File: src/rtl/pipe_stage_chain.sv
// Pipeline-register chain with per-stage valid bits, stall (hold plus bubble) and flush (kill),
// plus saturating stall/flush/bubble event counters for performance visibility.
module pipe_stage_chain #(
    parameter int WIDTH  = 32,
    parameter int STAGES = 4,
    parameter int CNT_W  = 16
) (
    input  logic                      clk,
    input  logic                      rst,
    input  logic                      in_valid,
    input  logic [WIDTH-1:0]          in_data,
    output logic                      in_ready,
    input  logic [STAGES-1:0]         stall_req,
    input  logic [STAGES-1:0]         flush_req,
    output logic [STAGES-1:0]         stage_valid,
    output logic [STAGES*WIDTH-1:0]   stage_data,
    output logic                      out_valid,
    output logic [WIDTH-1:0]          out_data,
    output logic [CNT_W-1:0]          stall_cnt,
    output logic [CNT_W-1:0]          flush_cnt,
    output logic [CNT_W-1:0]          bubble_cnt
);

    logic [STAGES-1:0] hold;
    logic [STAGES-1:0] kill;
    logic [STAGES-1:0] valid_q;
    logic [WIDTH-1:0]  data_q [STAGES];
    logic              bubble_evt;

    // A request at stage i covers every younger stage, so each stage looks at bits >= itself.
    always_comb begin
        hold = '0;
        kill = '0;
        for (int j = 0; j < STAGES; j++) begin
            hold[j] = |(stall_req >> j);
            kill[j] = |(flush_req >> j);
        end
    end

    always_comb begin
        bubble_evt = 1'b0;
        for (int j = 1; j < STAGES; j++) begin
            if (!kill[j] && !hold[j] && valid_q[j-1] && (hold[j-1] || kill[j-1]))
                bubble_evt = 1'b1;
        end
    end

    assign in_ready = ~hold[0];

    always_ff @(posedge clk) begin
        if (rst) begin
            valid_q <= '0;
            for (int j = 0; j < STAGES; j++)
                data_q[j] <= '0;
        end else begin
            if (kill[0]) begin
                valid_q[0] <= 1'b0;
            end else if (!hold[0]) begin
                valid_q[0] <= in_valid;
                data_q[0]  <= in_data;
            end
            for (int j = 1; j < STAGES; j++) begin
                if (kill[j]) begin
                    valid_q[j] <= 1'b0;
                end else if (!hold[j]) begin
                    // Advancing past a held or killed neighbour inserts a bubble; data still moves.
                    valid_q[j] <= valid_q[j-1] & ~hold[j-1] & ~kill[j-1];
                    data_q[j]  <= data_q[j-1];
                end
            end
        end
    end

    always_ff @(posedge clk) begin
        if (rst) begin
            stall_cnt  <= '0;
            flush_cnt  <= '0;
            bubble_cnt <= '0;
        end else begin
            if (|stall_req && stall_cnt != '1)
                stall_cnt <= stall_cnt + 1'b1;
            if (|flush_req && flush_cnt != '1)
                flush_cnt <= flush_cnt + 1'b1;
            if (bubble_evt && bubble_cnt != '1)
                bubble_cnt <= bubble_cnt + 1'b1;
        end
    end

    always_comb begin
        stage_data = '0;
        for (int j = 0; j < STAGES; j++)
            stage_data[j*WIDTH +: WIDTH] = data_q[j];
    end

    assign stage_valid = valid_q;
    assign out_valid   = valid_q[STAGES-1];
    assign out_data    = data_q[STAGES-1];

endmodule

File: config.mk
export PLATFORM = sky130hd
export DESIGN_NAME = pipe_stage_chain
export DESIGN_NICKNAME = d
export VERILOG_FILES = /design/src/rtl/pipe_stage_chain.sv
export SDC_FILE = /design/constraint.sdc
export NUM_CORES = 1
export LEC_CHECK = 0
export BUFFER_PORTS_ARGS = -buffer_cell sky130_fd_sc_hd__buf_2
export CAP_MARGIN = 0
export CORE_MARGIN = 5
export CORE_UTILIZATION = 54
export CTS_CLUSTER_DIAMETER = 80
export DETAILED_ROUTE_END_ITERATION = 12
export HOLD_SLACK_MARGIN = 0.15
export PLACE_DENSITY = 0.85
export RECOVER_POWER = 100
export SYNTH_ARGS = -nofsm -noshare
export SYNTH_HDL_FRONTEND = slang
export SYNTH_SLANG_ARGS = --single-unit
File: constraint.sdc
create_clock -name clk -period 9.5 [get_ports clk]
set_input_delay 0.95 -clock clk [delete_from_list [all_inputs] [get_ports clk]]
set_output_delay 0.95 -clock clk [all_outputs]
set_load 0.05 [all_outputs]
# Word level (Yosys, flattened, before mapping)
# Memory sizes are Yosys's and may differ from the RTL's.
# Index checks and enable logic that the tools add are counted.
# W data, S select, Z words.
[classes]
n_bitwise = 16
n_lt_le_gt_ge = 0
shift = 0
n_mux = 25
addsub = 3
n_reduce_logical = 31
n_eq_ne = 3
n_mul = 0
div_mod_pow = 0
[op_table]
columns = ["operator", "n"]
rows = [
  ["$mux W32", 4],
  ["$add A16 B1 Y16 const B", 3],
  ["$ne A16 B16 Y1 const B", 3],
  ["$mux W1", 21],
  ["$logic_and A1 B1 Y1", 12],
  ["$reduce_or A4 Y1", 3],
  ["$reduce_or A3 Y1", 3],
  ["$and A1 B1 Y1", 6],
  ["$logic_not A1 Y1", 6],
  ["$not A1 Y1", 6],
  ["$reduce_or A2 Y1", 3],
  ["$reduce_or A5 Y1", 1],
  ["$or A1 B1 Y1", 4],
  ["$logic_or A1 B1 Y1", 3],
]
[word_totals]
input_bits = 43
memories = 1
latch_bits = 0
regBits = 52
out_inout_bits = 214
ram_bits = 128
mem_bits_ro = 0
elab_cells = 86
[memory_table]
columns = ["name", "words", "word_bits", "rd", "rd_ports_with_merged_regs", "write_ports", "line_no", "text"]
rows = [
  ["data_q", 4, 32, 4, 0, 4, "27", "logic [WIDTH-1:0] data_q [STAGES];"],
]

# Longest topological paths before layout
[depth]
word_depth = 9
depth_mapped = 8
depth_no_buf = 6

# Worst setup path before layout
# No wires, ideal clock.
[synth_path]
path_type = "input to register"
start = "in flush_req[3]"
end = "mem data_q[0][0] (enable)"
cell_stages = 3
arrival_ps = 3212
setup_time_ps = 428
required_time_ps = 9072
n_path_buf = 1
setup_slack_ps = 5860
path_cell_list = "buf_4 -> or4_1 -> o21bai_1"
[synth_rtl]
columns = ["element", "line_no", "text"]
rows = [
  ["start, declared", "14", "input logic [STAGES-1:0] flush_req,"],
  ["end, declared", "27", ""],
]

==> out/results.tsv <==
stage	metric	value	unit
floorplan	pin_count	257	
yosys	synthTopCellsByArea	edfxtp_1, dfxtp_1, and2_1	
outcome	outcome	finished with violations	
worst_setup_path	reg2reg_slack	7.37	ns
worst_setup_path	required	9.50	ns
clock_network	cts-hold-fix-buffers	0	
yosys	yosys.area.top_type	edfxtp_1	
sta	max_freq	220	MHz
route	wl_met3	1280	um
worst_setup_path	crit_fanout	61	
worst_setup_path	crit_type	primary input to flip-flop	
place	gp_congestion	0.951	
sta	setup_tns	0	ns
floorplan	core	13800	sq um
pwr	p_leak	3.20	nW
sta	relSlewSlack	-72.0	%
layout	fillCellCount	1144	
sta	fin_crit	4.55	ns
yosys	synth_most_common_cell	and2_1	
route	firstDrtPassIters	6	
route	ant_nets	0	
layout	area_growth	21.7	%
outcome	failed_checks	capacitance limit, slew limit	
yosys	synth_warnings	0	
route	highest_layer	met4	
layout	fin_cells	1035	
sta	hold_viol_final	0	
place	io_buffers	256	
floorplan	die_area	16500	sq um
global_routing	grt_max_degree	62	
yosys	ys.flop_type	edfxtp_1	
run	cap_violations	4	
sta	grt_setup_unrepaired	false	
worst_setup_path	slowest_delay	1.82	ns
worst_setup_path	crit_arrival	4.56	ns
pwr	ir_drop	0.000124	V
clock_network	clk_pin_slew	0.06	ns
min_path	hp-class	flip-flop to flip-flop	
clock_network	cts_tree	built	
route	drc	0	
worst_setup_path	endpoint_kind	flip-flop	
worst_setup_path	cp-start-kind	primary input	
yosys	synth_enable_flop_cells	128	
yosys	yosysUniqueCellTypes	42	
global_routing	overflow	0	
route	dr_wl_met2	8080	um
clock_network	numCtsBuffers	17	
yosys	synth_top_area_share	50.7	%
yosys	syn_avg_cell_area	12.2	sq um
layout	num-nets-final	888	
worst_setup_path	crit_slowest_cell	clkbuf_1	
clock_network	cts.sinks	180	
layout	diodes	0	
global_routing	grt_usage	20.1	%
yosys	syn_inst	619	
global_routing	grt_pass1_wl	25600	um
place	dp_hpwl	12500	um
clock_network	cts_root_buf	clkbuf_16	
yosys	async_flop_share	0	%
clock_network	cts_setup_buffers	0	
route	drt-total-wl	17200	um
sta	setup_violations	0	
clock_network	clock_latency	0.42	ns
worst_setup_path	worstPathCellList	buf_2, clkbuf_1, or2_0	
route	wl_per_cell	16.6	um
route	via_per_inst	5.12	
layout	multi_input_area	2310	sq um
worst_setup_path	path_buf_inv	2	
yosys	syn-cell-area	7580	sq um
global_routing	antenna_found_initial	0	
yosys	synth_seq_cells	180	
route	vias	5304	
sta	report.final.slew_viol_count	161	
clock_network	clk_path_buf_depth	2	
global_routing	grt_pass1_vias	4816	
clock_network	ctsResizeCount	0	
route	drt_iter0_markers	283	
layout	layout-drive-gt1-share	9.59	%
floorplan	start_util	54.8	%
route	met1Wirelength	7200	um
yosys	synth_nets	665	
place	post-place-cells	1003	
sta	fin_ws	4.95	ns
floorplan	die_w	128	um
clock_network	htree_levels	4	
sta	min_period_over_period	47.9	%
place	place_ws	6.37	ns
layout	ff_latch_area	4880	sq um
pwr	pwr_density_cell	210	nW/um^2
yosys	seq_area_frac_synth	64.4	%
yosys	synth_commonest_cells	and2_1, edfxtp_1, dfxtp_1	
worst_setup_path	crit_family	buffers and inverters	
sta	clock_skew	0.00688	ns
floorplan	std_cell_rows	43	
sta	tightest_slew	2.58	ns
floorplan	die_h	128	um
## power breakdown
group	total [mW]	switching [mW]	leakage, nW	internal [mW]
clock network	0.847	0.297	0.345	0.550
logic	0.205	0.177	1.12	0.0279
registers	0.889	0.0190	1.74	0.870
total	1.94	0.493	3.20	1.45
## path summary, 6_finish.rpt
path | depth (start not counted) | from | end
setup / recovery | 3 | rst | data_q[0][99]$_SDFFCE_PN0P_
hold / removal | 2 | stage_valid[1]$_SDFFE_PP0N_ | stage_valid[1]$_SDFFE_PP0N_
setup reg to reg | 6 | bubble_cnt[0]$_SDFFE_PP0P_ | bubble_cnt[10]$_SDFFE_PP0P_
hold reg to reg | 2 | stage_valid[1]$_SDFFE_PP0N_ | stage_valid[1]$_SDFFE_PP0N_
## layer usage
layer	vias to the layer above	GRT usage, %
met2	225	31.4
met1	2424	26.5
li1	2610	-
met5	-	0
met3	45	4.52
met4	0	10.1
## registers in the layout (all words and copies together), names as in the netlist
name,flops
data_q,128
bubble_cnt,16
flush_cnt,16
stall_cnt,16
stage_valid,4
## per-stage QoR
stage	total power, mW	cell area (sq um)	hold slack, ns	util (%)
2_1_floorplan	1.07	7580	0.709	-
3_5_place_dp	1.12	8800	0.500	63.7
4_1_cts	1.97	9530	0.510	68.9
5_1_grt	2.00	9220	0.543	66.7
3_3_place_gp	1.12	8800	0.490	63.7
6_report	1.94	9220	0.514	66.7
## cells by family (layout without fill, tap and decap cells)
| family | after synthesis | in the layout | synth area share, % |
|---|---|---|---|
| DFF | 180 | 180 | 64.4 |
| and+or+nand+nor | 282 | 282 | 21.8 |
| muxes | 3 | 3 | 0.396 |
| AOI/OAI and AO/OA | 55 | 55 | 4.51 |
| adders and majority gates | 3 | 3 | 0.495 |
| buffers and inverters | 68 | 304 | 5.18 |
| xor gates and xnor gates | 28 | 28 | 3.23 |
## layout make-up
| class | instances | area share (%) |
|---|---|---|
| clock buffers | 17 | 4.61 |
| clock inverters | 15 | 3.24 |
| inverters | 7 | 0.285 |
| multi-input cells | 371 | 25.0 |
| flip-flops and latches | 180 | 53.0 |
| well taps | 180 | 2.44 |
| repair buffers | 265 | 11.4 |
## layout by cell type, fill, tap and decap left out, types with 18 or more instances in the layout
cell type,instances
and2_0,74
dfxtp_1,52
and2_1,57
buf_2,42
clkbuf_1,221
nor2_1,39
edfxtp_1,128
nand3_1,18
a21oi_1,18
xnor2_1,21
## worst reg2reg max path, stage by stage (launching register included)
cell and delay [ns]:
dfxtp_1 0.36, ha_1 0.25, and3_1 0.22, and4_1 0.19, a32o_1 0.39, or4_1 0.48, a21oi_1 0.15
Note: power is estimated with default switching activity, not from simulation.
